$ cat config.mk
export PLATFORM = sky130hd
export DESIGN_NAME = pe_controller
export DESIGN_NICKNAME = d
export VERILOG_FILES = /design/src/rtl/pe_pkg.sv /design/src/rtl/pe_drain_counter.sv /design/src/rtl/pe_controller.sv
export SDC_FILE = /design/constraint.sdc
export NUM_CORES = 1
export LEC_CHECK = 0
export ABC_CLOCK_PERIOD_IN_PS = 1900
export BUFFER_PORTS_ARGS = -buffer_cell sky130_fd_sc_hd__buf_2
export CORE_MARGIN = 2
export CORE_UTILIZATION = 40
export CTS_CLUSTER_SIZE = 25
export DETAILED_ROUTE_END_ITERATION = 8
export PLACE_DENSITY = 0.78
export SKIP_LAST_GASP = 1
export SLEW_MARGIN = 40
export SYNTH_ARGS = -nofsm -noshare
export SYNTH_HDL_FRONTEND = slang
export SYNTH_HIERARCHICAL = 1
export SYNTH_SLANG_ARGS = --single-unit
$ cat constraint.sdc
create_clock -name clk -period 1.9 [get_ports clk]
set_clock_uncertainty 0.05 [all_clocks]
set_input_delay 0.38 -clock clk [delete_from_list [all_inputs] [get_ports clk]]
set_output_delay 0.38 -clock clk [all_outputs]
set_load 0.01 [all_outputs]
$ cat src/rtl/pe_pkg.sv
// Shared types and constants for the PE controller slice.
// State encoding, default pipeline depth and datapath mode codes.
package pe_pkg;

  typedef enum logic [2:0] {
    IDLE,
    INIT,
    FILL,
    CALC,
    DRAIN,
    FIN
  } pe_state_t;

  localparam int PIPE_DEPTH_DEF = 4;

  localparam logic [1:0] MODE_CONV = 2'd0;
  localparam logic [1:0] MODE_DW   = 2'd1;
  localparam logic [1:0] MODE_FC   = 2'd2;
  localparam logic [1:0] MODE_POOL = 2'd3;

  function automatic int cnt_w(input int d);
    return (d > 1) ? $clog2(d) : 1;
  endfunction

endpackage

$ cat src/rtl/pe_drain_counter.sv
// Loadable down-counter used to wait out the MAC pipeline.
// Load wins over decrement; it stops at zero.
import pe_pkg::*;

module pe_drain_counter #(
  parameter int W = 2
) (
  input  logic         clk,
  input  logic         rst_n,
  input  logic         load,
  input  logic [W-1:0] load_val,
  input  logic         dec,
  output logic         zero
);

  logic [W-1:0] cnt_q;

  assign zero = (cnt_q == '0);

  // Count down while enabled, reload on demand.
  always_ff @(posedge clk or negedge rst_n) begin
    if (!rst_n) begin
      cnt_q <= '0;
    end else if (load) begin
      cnt_q <= load_val;
    end else if (dec && !zero) begin
      cnt_q <= cnt_q - 1'b1;
    end
  end

endmodule

$ cat src/rtl/pe_controller.sv
// Sequencing FSM for one PE convolution datapath.
// Optional PE_CTRL_PERF_CNT_EN adds busy/stall cycle counters.
import pe_pkg::*;

module pe_controller #(
  parameter int F          = 2,
  parameter int S          = 2,
  parameter int PIPE_DEPTH = PIPE_DEPTH_DEF
) (
  input  logic        clk,
  input  logic        rst_n,
  input  logic        start,
  input  logic        acum,
  input  logic [1:0]  mode,
  input  logic        ov0,
  input  logic        ov1,
  input  logic        ov2,
  input  logic        empty,
  input  logic        stall,
  output logic [1:0]  mode_q,
  output logic        en,
  output logic        en0,
  output logic        en1,
  output logic        en2,
  output logic        clr0,
  output logic        clr1,
  output logic        clr2,
  output logic        clrW,
  output logic        clr,
  output logic        ld,
  output logic        ctrl_en,
  output logic        en_all,
  output logic        done,
`ifdef PE_CTRL_PERF_CNT_EN
  output logic [15:0] busy_cycles,
  output logic [15:0] stall_cycles,
`endif
  output logic        busy
);

  localparam int DW = cnt_w(PIPE_DEPTH);
  localparam logic [DW-1:0] DRAIN_INIT = DW'(PIPE_DEPTH - 1);

  pe_state_t state;
  logic      acum_q;
  logic      run;
  logic      calc_last;
  logic      drain_dec;
  logic      drain_zero;

  assign run       = (state == CALC) && !(stall || empty);
  assign calc_last = run && ov0 && ov1 && ov2;
  assign drain_dec = (state == DRAIN) && !stall;

  pe_drain_counter #(
    .W (DW)
  ) u_drain (
    .clk      (clk),
    .rst_n    (rst_n),
    .load     (calc_last),
    .load_val (DRAIN_INIT),
    .dec      (drain_dec),
    .zero     (drain_zero)
  );

  // Sequence the run and latch its configuration.
  always_ff @(posedge clk or negedge rst_n) begin
    if (!rst_n) begin
      state  <= IDLE;
      mode_q <= '0;
      acum_q <= 1'b0;
    end else begin
      unique case (state)
        IDLE: begin
          if (start) begin
            acum_q <= acum;
            mode_q <= mode;
            state  <= INIT;
          end
        end
        INIT:  state <= FILL;
        FILL:  if (!empty) state <= CALC;
        CALC:  if (calc_last) state <= DRAIN;
        DRAIN: if (!stall && drain_zero) state <= FIN;
        FIN:   state <= IDLE;
        default: state <= IDLE;
      endcase
    end
  end

  // Decode datapath steps and clears from state and status.
  always_comb begin
    en      = 1'b0;
    en0     = 1'b0;
    en1     = 1'b0;
    en2     = 1'b0;
    clr0    = 1'b0;
    clr1    = 1'b0;
    clr2    = 1'b0;
    clrW    = 1'b0;
    clr     = 1'b0;
    ld      = 1'b0;
    ctrl_en = 1'b0;
    en_all  = 1'b0;
    done    = 1'b0;
    unique case (state)
      INIT: begin
        clr0 = 1'b1;
        clr1 = 1'b1;
        clr2 = 1'b1;
        clrW = 1'b1;
        clr  = 1'b1;
      end
      FILL: ctrl_en = 1'b1;
      CALC: begin
        ctrl_en = 1'b1;
        en_all  = stall | empty;
        en      = run;
        en0     = run;
        en1     = run & ov0;
        clr0    = run & ov0;
        en2     = run & ov0 & ov1;
        clr1    = run & ov0 & ov1;
        ld      = run & ov0 & ov1;
        clr2    = calc_last;
      end
      DRAIN: en_all = stall;
      FIN:   done = 1'b1;
      default: ;
    endcase
  end

  assign busy = (state != IDLE);

`ifdef PE_CTRL_PERF_CNT_EN
  // Saturating activity counters, cleared at the start of each run.
  always_ff @(posedge clk or negedge rst_n) begin
    if (!rst_n) begin
      busy_cycles  <= '0;
      stall_cycles <= '0;
    end else if (state == INIT) begin
      busy_cycles  <= '0;
      stall_cycles <= '0;
    end else begin
      if (busy && busy_cycles != 16'hFFFF)
        busy_cycles <= busy_cycles + 16'd1;
      if (en_all && stall_cycles != 16'hFFFF)
        stall_cycles <= stall_cycles + 16'd1;
    end
  end
`endif

endmodule

# After elaboration in Yosys (flattened, before gate mapping)

Index checks and enable logic that the tools add are counted.

Bits in registers: 7
Input bits: 11
Output and inout bits: 16
Logic and storage cells: 51

Add/subtract/negate cells: 1
Equality and inequality tests: 9
Multiplexer cells: 17
Bitwise gates (word level): 3
Reductions and logical operators: 18

Operator list:

| kind                                                                   | number |
|---|---|
| 3-bit one-hot mux with 5 select lines                                  | 1 |
| 3-bit 2-to-1 mux                                                       | 4 |
| 1-bit one-hot mux with 2 select lines                                  | 4 |
| 1-bit logical AND                                                      | 7 |
| 3-bit by 2-bit equality test with 1-bit output (second input constant) | 2 |
| 3-bit equality test (second input constant)                            | 2 |
| 1-bit 2-to-1 mux                                                       | 6 |
| 2-bit != test (second input constant)                                  | 3 |
| 2-bit 2-to-1 mux                                                       | 2 |
| 4-bit AND reduction                                                    | 1 |
| 3-bit by 1-bit equality test with 1-bit output (second input constant) | 1 |
| 1-bit zero test                                                        | 3 |
| 3-bit zero test                                                        | 1 |
| 3-bit nonzero test                                                     | 1 |
| 1-bit AND                                                              | 2 |
| 2-bit zero test                                                        | 1 |
| 2-bit by 1-bit != test with 1-bit output (second input constant)       | 1 |
| 2-bit AND reduction                                                    | 1 |
| 2-bit nonzero test                                                     | 1 |
| 2-bit OR reduction                                                     | 1 |
| 2-bit by 1-bit subtractor with 2-bit output (second input constant)    | 1 |
| 1-bit logical OR                                                       | 1 |
| 1-bit bitwise OR                                                       | 1 |

# Depth between registers and ports, before layout

Depth after elaboration: 8
Gate-level depth with buffers: 6
Mapped depth without buffers: 5

# Modules after synthesis

Netlist, hierarchy kept.

Modules (own cells, without submodules):

| module           | instances | cells an instance | area each (sq um) | seq. area each (sq um) |
|---|---|---|---|---|
| pe_controller    | 1         | 48                | 417.9             | 125.1 |
| pe_drain_counter | 1         | 13                | 133.9             | 50.0 |

# Least setup slack after synthesis

No wires, ideal clock.

Path type: flip-flop to output port
From: register state[2]
To: output ld
Data arrival time: 1.287 ns
Data required time: 1.470 ns
Slack: 0.183 ns
Cell stages (with the launch flop): 6
Buffers on the path: 2
Cells stage by stage: dfrtp_1 -> buf_2 -> nand3b_4 -> nor3_2 -> and2_1 -> buf_4

Word-level cells in the longest chain between the ends: 5

Ends and longest elaborated chain:

| what                                               | RTL line            | text |
|---|---|---|
| start, declared                                    | pe_controller.sv:44 | `pe_state_t state;` |
| start signal, assigned                             | pe_controller.sv:69 | `state <= IDLE;` |
| start signal, assigned                             | pe_controller.sv:78 | `state <= INIT;` |
| start signal, assigned                             | pe_controller.sv:81 | `INIT: state <= FILL;` |
| 3-bit by 2-bit equality test with 1-bit output (*) | -                   |  |
| 1-bit logical AND                                  | pe_controller.sv:51 | `assign run = (state == CALC) && !(stall \|\| empty);` |
| 1-bit AND (2 in series)                            | -                   |  |
| 1-bit 2-to-1 mux (*)                               | -                   |  |
| end, declared                                      | pe_controller.sv:30 | `output logic ld,` |

Mark *: on every way between the ends. The rest lies on a longest branch, timed or not.

# Final worst setup path

From: register state[2]
To: output en2

Word-level cells in the longest chain between the ends: 5

Ends and longest elaborated chain:

| what                                               | RTL line                                  | text |
|---|---|---|
| 3-bit by 2-bit equality test with 1-bit output (*) | pe_controller.sv:51, pe_controller.sv:106 |  |
| 1-bit logical AND                                  | pe_controller.sv:51                       |  |
| 1-bit AND (2 in series)                            | pe_controller.sv:122                      | `en2 = run & ov0 & ov1;` |
| 1-bit 2-to-1 mux (*)                               | pe_controller.sv:106                      | `unique case (state)` |
| end, declared                                      | pe_controller.sv:24                       | `output logic en2,` |

Marks and branches as above.

==> flow_metrics.py <==
metrics = {
    "yosys": {
        "syn-cell-area_um2": 551.8,
        "synth-seq-area-share_pct": 31.75,
        "yosys_warnings": 6,
        "synth_seq_cells": 7,
        "yosys.area.top_type": "dfrtp_1",
        "synth_cell_types": 29,
        "syn_avg_cell_area_um2": 9.046,
        "netlist.area_leader.share_pct": 31.75,
        "synth_top_cells_by_area": "dfrtp_1 (32%), nand2_1 (4.8%), buf_4 (4.1%)",
        "synth_cells": 61,
    },
    "route": {
        "drt-total-wl_mm": 1.252,
        "drt_pre_antenna_iters": 4,
        "dr.first_iter.drc_count": 12,
        "wire_per_inst_um": 12.04,
        "vias_per_cell": 4.837,
        "drcViolationCount": 0,
        "antenna_left": 0,
        "via_count": 503,
    },
    "clock_network": {
        "htreeDepth": 1,
        "clock_sinks": 7,
        "clk_pin_slew_ns": 0.06,
        "tritoncts": "yes",
        "cts_made_buffers": 3,
        "clockBufferDepth": 2,
        "clock_latency_ns": 0.26,
        "clock-root-buffer": "clkbuf_4",
    },
    "die": {
        "initial_core_util_pct": 42.40,
        "ios": 27,
        "rows": 13,
        "die_y_um": 41.14,
        "die_area_mm2": 0.001693,
        "core_area_mm2": 0.001301,
        "fp.dieW_um": 41.14,
    },
    "finish": {
        "area_growth_pct": 30.16,
        "drive_gt1_share_pct": 44.94,
        "final_util_pct": 55.19,
        "fill_cells": 133,
        "num_antenna_cells": 0,
        "final_nets": 102,
    },
    "grt": {
        "grt_pass1_wl_mm": 1.752,
        "grt_pass1_vias": 415,
        "track_usage_pct": 17.10,
        "overflow": 0,
        "grt_max_degree": 11,
        "antenna_found_initial": 0,
    },
    "setup_path": {
        "critPathLaunchType": "register",
        "worstPathCellList": "nand3b_4 > nor3_4 > and2_1 > buf_2",
        "crit_required_ns": 1.47,
        "endpoint_kind": "output pin",
        "r2r_cells": 5,
        "ff2ff_setup_slack_ns": 0.26,
        "cp_max_fo": 10,
        "r2r-start": "state[1]$_DFFE_PN0P_",
        "slowest_delay_ns": 0.48,
        "cp.arrival_ns": 1.41,
        "crit_slowest_cell": "dfrtp_2",
        "criticalPathCategory": "reg -> out",
        "regToRegEndpoint": "u_drain/cnt_q[0]$_DFFE_PN0P_",
    },
    "timing": {
        "layout_min_cycle_time_ns": 1.839,
        "maxSlewViolCount": 0,
        "hold_viol": 0,
        "finalSetupTns_ns": 0,
        "fin_crit_sh_pct": 96.79,
        "finalSetupViolations": 0,
        "fmax_mhz": 543.8,
        "rsz0062_at_grt": "no",
    },
    "min_path": {
        "min_path_type": "in -> reg",
        "hold_start": "mode[1]",
        "holdPathEnd": "mode_q[1]$_DFFE_PN0P_",
        "whs_path_depth": 2,
    },
    "placement": {
        "place_hpwl_um": 997.9,
        "place_congestion": 0.7935,
        "io_buffers": 25,
    },
    "pwr": {
        "power-per-cell-area_mw_per_mm2": 855.5,
        "peakVddDrop_uv": 617.8,
        "power.leakage_uw": 0.0003636,
    },
    "status": {
        "run_status": "completed",
    },
    "job": {
        "cap_viol_max_count": 0,
    },
}
-- area by class of cell --
class	count	area [um^2]	area share, %
Timing Repair Buffer	29	157.7	21.95
Sequential cell	7	178.9	24.91
Inverter	4	15.01	2.091
Multi-Input combinational cell	45	321.6	44.77
Clock buffer	4	26.28	3.659
Tap cell	15	18.77	2.613
-- how the worst max path moves through the flow --
stage | from | endpoint
after floorplan | state[2]$_DFFE_PN0P_ | ld
after global placement | ov0 | u_drain/cnt_q[1]$_DFFE_PN0P_
after detailed placement | ov0 | u_drain/cnt_q[0]$_DFFE_PN0P_
after CTS | state[1]$_DFFE_PN0P_ | busy
after global routing | state[1]$_DFFE_PN0P_ | busy
final | state[2]$_DFFE_PN0P_ | en2
-- where the power goes --
group          switching, uW  internal (uW)  leakage [uW]  total (uW)
combinational            123            118      0.000270         242
clock                   65.2           80.8     0.0000150         146
sequential              28.5            198     0.0000785         227
-- kinds of logic (layout without fill, tap and decap cells) --
family          after synthesis  after routing  share of synthesized area [%]
fa+ha+maj                     1              1                          2.267
compound gates               10             10                          12.92
other cells                   1              2                         0.6796
mux                           2              2                          4.081
buf+inv                      10             37                          11.79
flops                         7              7                          31.75
simple gates                 30             30                          36.51
-- per-stage QoR --
step	cell area [um^2]	instances	hold WS (ns)	setup WS (ns)	total power, uW
after detailed placement	671.9	99	0.1695	0.2170	464.4
after global routing	718.2	104	0.3021	0.008793	664.8
after global placement	671.9	99	0.1651	0.2242	452.8
after floorplan	555.5	62	0.03441	0.1833	388.3
after CTS	709.4	104	0.2978	0.02032	611.3
final	718.2	104	0.3034	0.06108	614.4
-- cells in the final DEF, fill, tap and decap left out, types with 2 or more instances in the layout --
cell and instances:
a21oi_1 3, or2b_1 2, o22ai_1 2, and2b_1 2, inv_1 4, clkbuf_4 3, nand2_1 7, conb_1 2
and2_1 3, mux2_2 2, dfrtp_1 4, dfrtp_2 3, nor2_1 6, buf_4 3, buf_2 25, or4b_1 2
-- routing by layer --
| layer | share of wire [%] | up-vias | GRT usage [%] | wire (um) |
|---|---|---|---|---|
| met5 | 0 | - | 0 | 0 |
| met3 | 3.4 | 0 | 9.783 | 42 |
| met4 | 0 | 0 | 4.839 | 0 |
| li1 | - | 262 | - | - |
| met2 | 57 | 9 | 28.52 | 709 |
| met1 | 40 | 232 | 18.27 | 500 |
-- Yosys cell counts --
cell,n
inv_1,4
or3_1,1
and2_1,3
nand2b_1,1
o21ai_0,1
or2b_1,2
dfrtp_1,7
buf_2,1
a21oi_1,3
o311ai_0,1
nand3b_4,1
conb_1,1
nor4_4,1
o211ai_2,1
o21a_1,1
and3b_1,1
buf_4,3
nor3_2,1
mux2_2,2
buf_6,2
nor2_1,6
or4b_1,2
nand3_1,1
nand4_1,1
nand2_1,7
and2b_1,2
ha_1,1
o22ai_1,2
a32o_1,1
-- worst max-delay path, delay by kind of cell, from the launching register on --
family | cells | cell delay [ns]
DFF | 1 | 0.48
buffers and inverters | 1 | 0.14
and+or+nand+nor | 3 | 0.53
-- timing repair --
action,CTS,global route
gates resized for setup,1,3
endpoints found under the hold margin,7,0
hold buffers,1,0
buffers inserted,0,0
endpoints found under the setup margin,2,8
-- state kept, by name (all words and copies together) (netlist names) --
| register | flops |
|---|---|
| u_drain/cnt_q | 2 |
| state | 3 |
| mode_q | 2 |
(Power assumes the default switching activity.)
